===== config.mk =====
export PLATFORM = sky130hd
export DESIGN_NAME = id_ex_pipe
export DESIGN_NICKNAME = d
export VERILOG_FILES = /design/src/rtl/id_ex_pipe.sv
export SDC_FILE = /design/constraint.sdc
export NUM_CORES = 1
export LEC_CHECK = 0
export ABC_AREA = 1
export CORE_AREA = 4 4 245 247
export CTS_BUF_LIST = sky130_fd_sc_hd__clkbuf_2 sky130_fd_sc_hd__clkbuf_4 sky130_fd_sc_hd__clkbuf_8
export CTS_CLUSTER_SIZE = 24
export DETAILED_ROUTE_END_ITERATION = 7
export DIE_AREA = 0 0 249 251
export PLACE_DENSITY = 0.55
export SLEW_MARGIN = 15
export SYNTH_ARGS = -nofsm -noshare
export SYNTH_HDL_FRONTEND = slang
export SYNTH_SLANG_ARGS = --single-unit

===== constraint.sdc =====
create_clock -name clk -period 2.1 [get_ports clk]
set_input_delay 0.315 -clock clk [delete_from_list [all_inputs] [get_ports clk]]
set_output_delay 0.315 -clock clk [all_outputs]
set_load 0.01 [all_outputs]

===== src/rtl/id_ex_pipe.sv =====
// ID/EX pipeline register: captures the decoded control bundle, specifiers, operands and PC,
// inserts load-use bubbles, honours EX back-pressure and flush, and counts stalled cycles.
module id_ex_pipe #(
    parameter int DATA_W = 128,
    parameter int RA_W   = 4,
    parameter int PC_W   = 32,
    parameter int CNT_W  = 16
) (
    input  logic              clk,
    input  logic              reset,
    input  logic              id_valid,
    input  logic [3:0]        id_aluop,
    input  logic              id_memread,
    input  logic              id_memwrite,
    input  logic              id_memtoreg,
    input  logic              id_regwrite,
    input  logic              id_jump,
    input  logic [RA_W-1:0]   id_rs1,
    input  logic [RA_W-1:0]   id_rs2,
    input  logic [RA_W-1:0]   id_rd,
    input  logic [DATA_W-1:0] id_rs1_data,
    input  logic [DATA_W-1:0] id_rs2_data,
    input  logic [PC_W-1:0]   id_pc,
    input  logic              flush,
    input  logic              ex_ready,
    output logic              id_stall,
    output logic              ex_valid,
    output logic [3:0]        ex_aluop,
    output logic              ex_memread,
    output logic              ex_memwrite,
    output logic              ex_memtoreg,
    output logic              ex_regwrite,
    output logic              ex_jump,
    output logic [RA_W-1:0]   ex_rs1,
    output logic [RA_W-1:0]   ex_rs2,
    output logic [RA_W-1:0]   ex_rd,
    output logic [DATA_W-1:0] ex_rs1_data,
    output logic [DATA_W-1:0] ex_rs2_data,
    output logic [PC_W-1:0]   ex_pc,
    output logic [CNT_W-1:0]  stall_cnt
);

    typedef struct packed {
        logic [3:0] aluop;
        logic       memread;
        logic       memwrite;
        logic       memtoreg;
        logic       regwrite;
        logic       jump;
    } ctrl_t;

    logic              valid_q, valid_d;
    ctrl_t             ctrl_q, ctrl_d, id_ctrl;
    logic [RA_W-1:0]   rs1_q, rs1_d, rs2_q, rs2_d, rd_q, rd_d;
    logic [DATA_W-1:0] d1_q, d1_d, d2_q, d2_d;
    logic [PC_W-1:0]   pc_q, pc_d;
    logic [CNT_W-1:0]  cnt_q, cnt_d;
    logic              accept, hazard;

    assign id_ctrl = '{aluop: id_aluop, memread: id_memread, memwrite: id_memwrite,
                       memtoreg: id_memtoreg, regwrite: id_regwrite, jump: id_jump};

    // An empty EX slot always accepts, regardless of ex_ready.
    assign accept   = ~valid_q | ex_ready;
    assign hazard   = id_valid & valid_q & ctrl_q.memread & ((rd_q == id_rs1) | (rd_q == id_rs2));
    assign id_stall = ~reset & ~flush & id_valid & (~accept | hazard);

    always_comb begin
        valid_d = valid_q;
        ctrl_d  = ctrl_q;
        rs1_d   = rs1_q;
        rs2_d   = rs2_q;
        rd_d    = rd_q;
        d1_d    = d1_q;
        d2_d    = d2_q;
        pc_d    = pc_q;
        cnt_d   = cnt_q;
        if (flush) begin
            valid_d = 1'b0;
            ctrl_d  = '0;
        end else if (accept) begin
            if (hazard) begin
                valid_d = 1'b0;
                ctrl_d  = '0;
            end else begin
                // Data-side fields load even for an invalid ID slot; control stays quiet.
                valid_d = id_valid;
                ctrl_d  = id_valid ? id_ctrl : '0;
                rs1_d   = id_rs1;
                rs2_d   = id_rs2;
                rd_d    = id_rd;
                d1_d    = id_rs1_data;
                d2_d    = id_rs2_data;
                pc_d    = id_pc;
            end
        end
        if (id_stall && (cnt_q != '1))
            cnt_d = cnt_q + CNT_W'(1);
    end

    always_ff @(posedge clk) begin
        if (reset) begin
            valid_q <= 1'b0;
            ctrl_q  <= '0;
            rs1_q   <= '0;
            rs2_q   <= '0;
            rd_q    <= '0;
            d1_q    <= '0;
            d2_q    <= '0;
            pc_q    <= '0;
            cnt_q   <= '0;
        end else begin
            valid_q <= valid_d;
            ctrl_q  <= ctrl_d;
            rs1_q   <= rs1_d;
            rs2_q   <= rs2_d;
            rd_q    <= rd_d;
            d1_q    <= d1_d;
            d2_q    <= d2_d;
            pc_q    <= pc_d;
            cnt_q   <= cnt_d;
        end
    end

    assign ex_valid    = valid_q;
    assign ex_aluop    = ctrl_q.aluop;
    assign ex_memread  = ctrl_q.memread;
    assign ex_memwrite = ctrl_q.memwrite;
    assign ex_memtoreg = ctrl_q.memtoreg;
    assign ex_regwrite = ctrl_q.regwrite;
    assign ex_jump     = ctrl_q.jump;
    assign ex_rs1      = rs1_q;
    assign ex_rs2      = rs2_q;
    assign ex_rd       = rd_q;
    assign ex_rs1_data = d1_q;
    assign ex_rs2_data = d2_q;
    assign ex_pc       = pc_q;
    assign stall_cnt   = cnt_q;

endmodule


==> impl_metrics.env <==
export IMPL_crit_path_max_fanout=4
export IMPL_ff2ff_setup_slack_ns=0.19
export IMPL_r2r_start="ex_rd[3]"
export IMPL_drcViolationCount=0
export IMPL_min_delay_start="id_memread"
export IMPL_crit_top_cell="nand2_1"
export IMPL_status="finished clean"
export IMPL_htreeDepth=2
export IMPL_finalHoldViolCount=0
export IMPL_tightestPinTransition_ns=0.569
export IMPL_syn_area_per_cell_um2=7.86
export IMPL_ys_seq_area_share_pct=53.1
export IMPL_clk_pin_slew_ns=0.06
export IMPL_grt_pass1_vias=12468
export IMPL_dpl_cell_area_um2=19700
export IMPL_p_per_area_nw_per_um2=764
export IMPL_max_cap_viol_count=0
export IMPL_initial_core_util_pct=21.3
export IMPL_cp_end_kind="output port"
export IMPL_finalNonFillerCells=3035
export IMPL_path_cells="inv_2 -> nand2_1 -> nand2_1 -> nor2_1 -> nand2_1 -> nand2_2 -> nand2_2 -> a21boi_2 -> buf_2"
export IMPL_cp_slowest_cell="dfxtp_4"
export IMPL_initialDrtViolationCount=454
export IMPL_hold_path_end="ex_memread"
export IMPL_start_kind="register"
export IMPL_io_pins=641
export IMPL_place_hpwl_um=35900
export IMPL_dr_wl_met3_um=4440
export IMPL_crit_type="reg2out"
export IMPL_cts_root_buf="clkbuf_8"
export IMPL_drive_gt1_share_pct=8.69
export IMPL_cts_tree="done"
export IMPL_syn_nets=1878
export IMPL_numCtsBuffers=60
export IMPL_met1_length_um=18200
export IMPL_wl_um=46800
export IMPL_top_layer_used="met5"
export IMPL_maxSlewViolCount=0
export IMPL_worst_hold_path_type="in2reg"
export IMPL_ant_nets=0
export IMPL_yosysWarnings=0
export IMPL_gp_congestion=0.835
export IMPL_nets=2536
export IMPL_globalRouteOverflowTotal=0
export IMPL_r2r_cells=13
export IMPL_worstHoldPathCells=3
export IMPL_fp_dieW_um=249
export IMPL_track_usage_pct=14.0
export IMPL_first_pass_iters=4
export IMPL_max_stage_delay_ns=0.36
export IMPL_min_period_over_period_pct=97.9
export IMPL_grt_max_degree=119
export IMPL_vias=12546
export IMPL_area_delta_synth_final_pct=70.7
export IMPL_setup_viol=0
export IMPL_dieArea_um2=62500
export IMPL_power_leakage_nw=8.25
export IMPL_port_buffers=640
export IMPL_rsz0062_at_grt="yes"
export IMPL_ir_drop_uv=389
export IMPL_fin_area_um2=21000
export IMPL_ys_types=25
export IMPL_max_freq_mhz=486
export IMPL_core_rowCount=88
export IMPL_fp_dieH_um=251
export IMPL_antenna_found_initial=7
export IMPL_cts_buffer_depth=3
export IMPL_slew_headroom_pct=62.1
export IMPL_viasPerCell=4.13
export IMPL_ys_seq_elements=326
export IMPL_fin_crit_ns=2.06
export IMPL_cts_setup_buffers=0
export IMPL_placed_cells=2924
export IMPL_r2r_end="ex_rs1_data[11]"
export IMPL_core_area_um2=57600
export IMPL_grt_pass1_wl_um=70600
export IMPL_required_ns=1.78
export IMPL_met2_length_um=22600
export IMPL_wl_per_cell_um=15.4
export IMPL_clock_skew_ns=0.0266
export IMPL_clkSinkCount=326
export IMPL_critPathArrivalTime_ns=1.74
export IMPL_synthesis_area_um2=12300
export IMPL_clk_latency_ns=0.64
export IMPL_syn_inst=1563
==> worst max path at each step <==
stage	startpoint	cells after the start	endpoint	slack, ns
finish	ex_rd[3]	9	id_stall	0.04
global route	ex_rd[1]	9	id_stall	-0.14
CTS	ex_rd[0]	9	id_stall	-0.04
detailed placement	id_rs2[1]	14	ex_rs2_data[123]	-0.32
global placement	id_rs2[1]	10	id_stall	-0.31
floorplan	reset	5	id_stall	0.40
==> flip-flops by register name (all words and copies together), names as in the netlist <==
name and flops:
ex_rs1 4, stall_cnt 16, ex_valid 1, ex_pc 32
ex_rs2_data 128, ex_memtoreg 1, ex_rs2 4, ex_rd 4
ex_jump 1, ex_regwrite 1, ex_rs1_data 128, ex_memwrite 1
ex_aluop 4, ex_memread 1
==> worst max-delay path, delay by kind of cell, from the launching register on <==
kind	cells	cell delay, ns
AO/OA/AOI/OAI	1	0.13
flip-flops	1	0.36
AND/OR/NAND/NOR	6	0.41
buffers and inverters	2	0.20
==> cells in the mapped netlist <==
cell / count / share of area, %
a21boi_0: 1 / 0.061
buf_6: 23 / 2.1
nand2_1: 99 / 3.0
clkbuf_1: 37 / 1.1
nand3_1: 15 / 0.61
and2_1: 3 / 0.15
buf_2: 36 / 1.5
nand3b_1: 1 / 0.061
nor2_2: 1 / 0.051
ha_1: 1 / 0.10
inv_1: 331 / 10
xnor2_1: 1 / 0.071
o21ai_0: 51 / 2.1
and2_0: 1 / 0.051
inv_2: 4 / 0.12
buf_4: 10 / 0.61
nand2_2: 2 / 0.10
nand4_1: 13 / 0.66
o21ai_1: 249 / 10
nor3_1: 3 / 0.12
nor2_1: 42 / 1.3
clkinv_1: 1 / 0.031
a21oi_1: 311 / 13
nand3_2: 1 / 0.081
dfxtp_1: 326 / 53
==> cells by family after synthesis <==
group / count (synthesis) / synth area share [%]
AO/OA/AOI/OAI: 612 / 24.9
buffers and inverters: 442 / 15.6
flip-flops: 326 / 53.1
AND/OR/NAND/NOR: 181 / 6.20
XOR/XNOR: 1 / 0.0713
adder cells (fa/ha/maj): 1 / 0.102
==> per-layer routing <==
layer	global-route usage [%]	vias to the layer above
li1	-	6338
met1	15.2	5614
met2	24.6	493
met3	5.87	97
met4	5.11	4
met5	0	-
==> through the flow <==
stage / worst slack [ns] / setup TNS, ns / power (mW) / utilization [%] / hold WS (ns)
3_5_place_dp: -0.324 / -73.23 / 9.91 / 34.2 / 0.434
3_3_place_gp: -0.310 / -70.62 / 9.87 / 34.2 / 0.431
4_1_cts: -0.0446 / -0.0446 / 16.3 / 36.3 / 0.177
6_report: 0.0435 / 0 / 16.0 / 36.4 / 0.255
2_1_floorplan: 0.404 / 0 / 8.05 / - / 0.384
5_1_grt: -0.135 / -0.135 / 16.9 / 36.4 / 0.221
==> power breakdown <==
group | internal, mW | switching, mW
Clock | 3.54 | 2.71
Combinational | 1.64 | 1.25
Sequential | 6.64 | 0.242
==> placed cells by master, fill, tap and decap left out, types with 13 or more instances in the layout <==
cell and n:
buf_12 15, inv_1 331, o21ai_0 51, nand2_1 89, clkbuf_4 22, nand4_1 13, a21oi_1 311, clkdlybuf4s50_1 638
dfxtp_1 322, buf_4 47, nor2_1 40, nand3_1 14, o21ai_1 249, clkbuf_8 70
==> timing repair <==
action / in CTS / in global routing
endpoints found under the setup margin: 1 / 4
gates resized for setup: 12 / 18
hold buffers: 0 / 0
gates cloned: 0 / 0
pin swaps: 1 / 10
hold endpoints to repair: 0 / 0
==> final cells by class <==
class / count / area, µm²
fill: 5960 / 36600
timing repair buffer: 702 / 7060
sequential: 326 / 6540
multi-input combinational: 795 / 3890
inverter: 336 / 1270
clock buffer: 92 / 1130
tap: 765 / 957
clock inverter: 15 / 119
antenna: 4 / 10.0
Note: power is estimated with default switching activity, not from simulation.
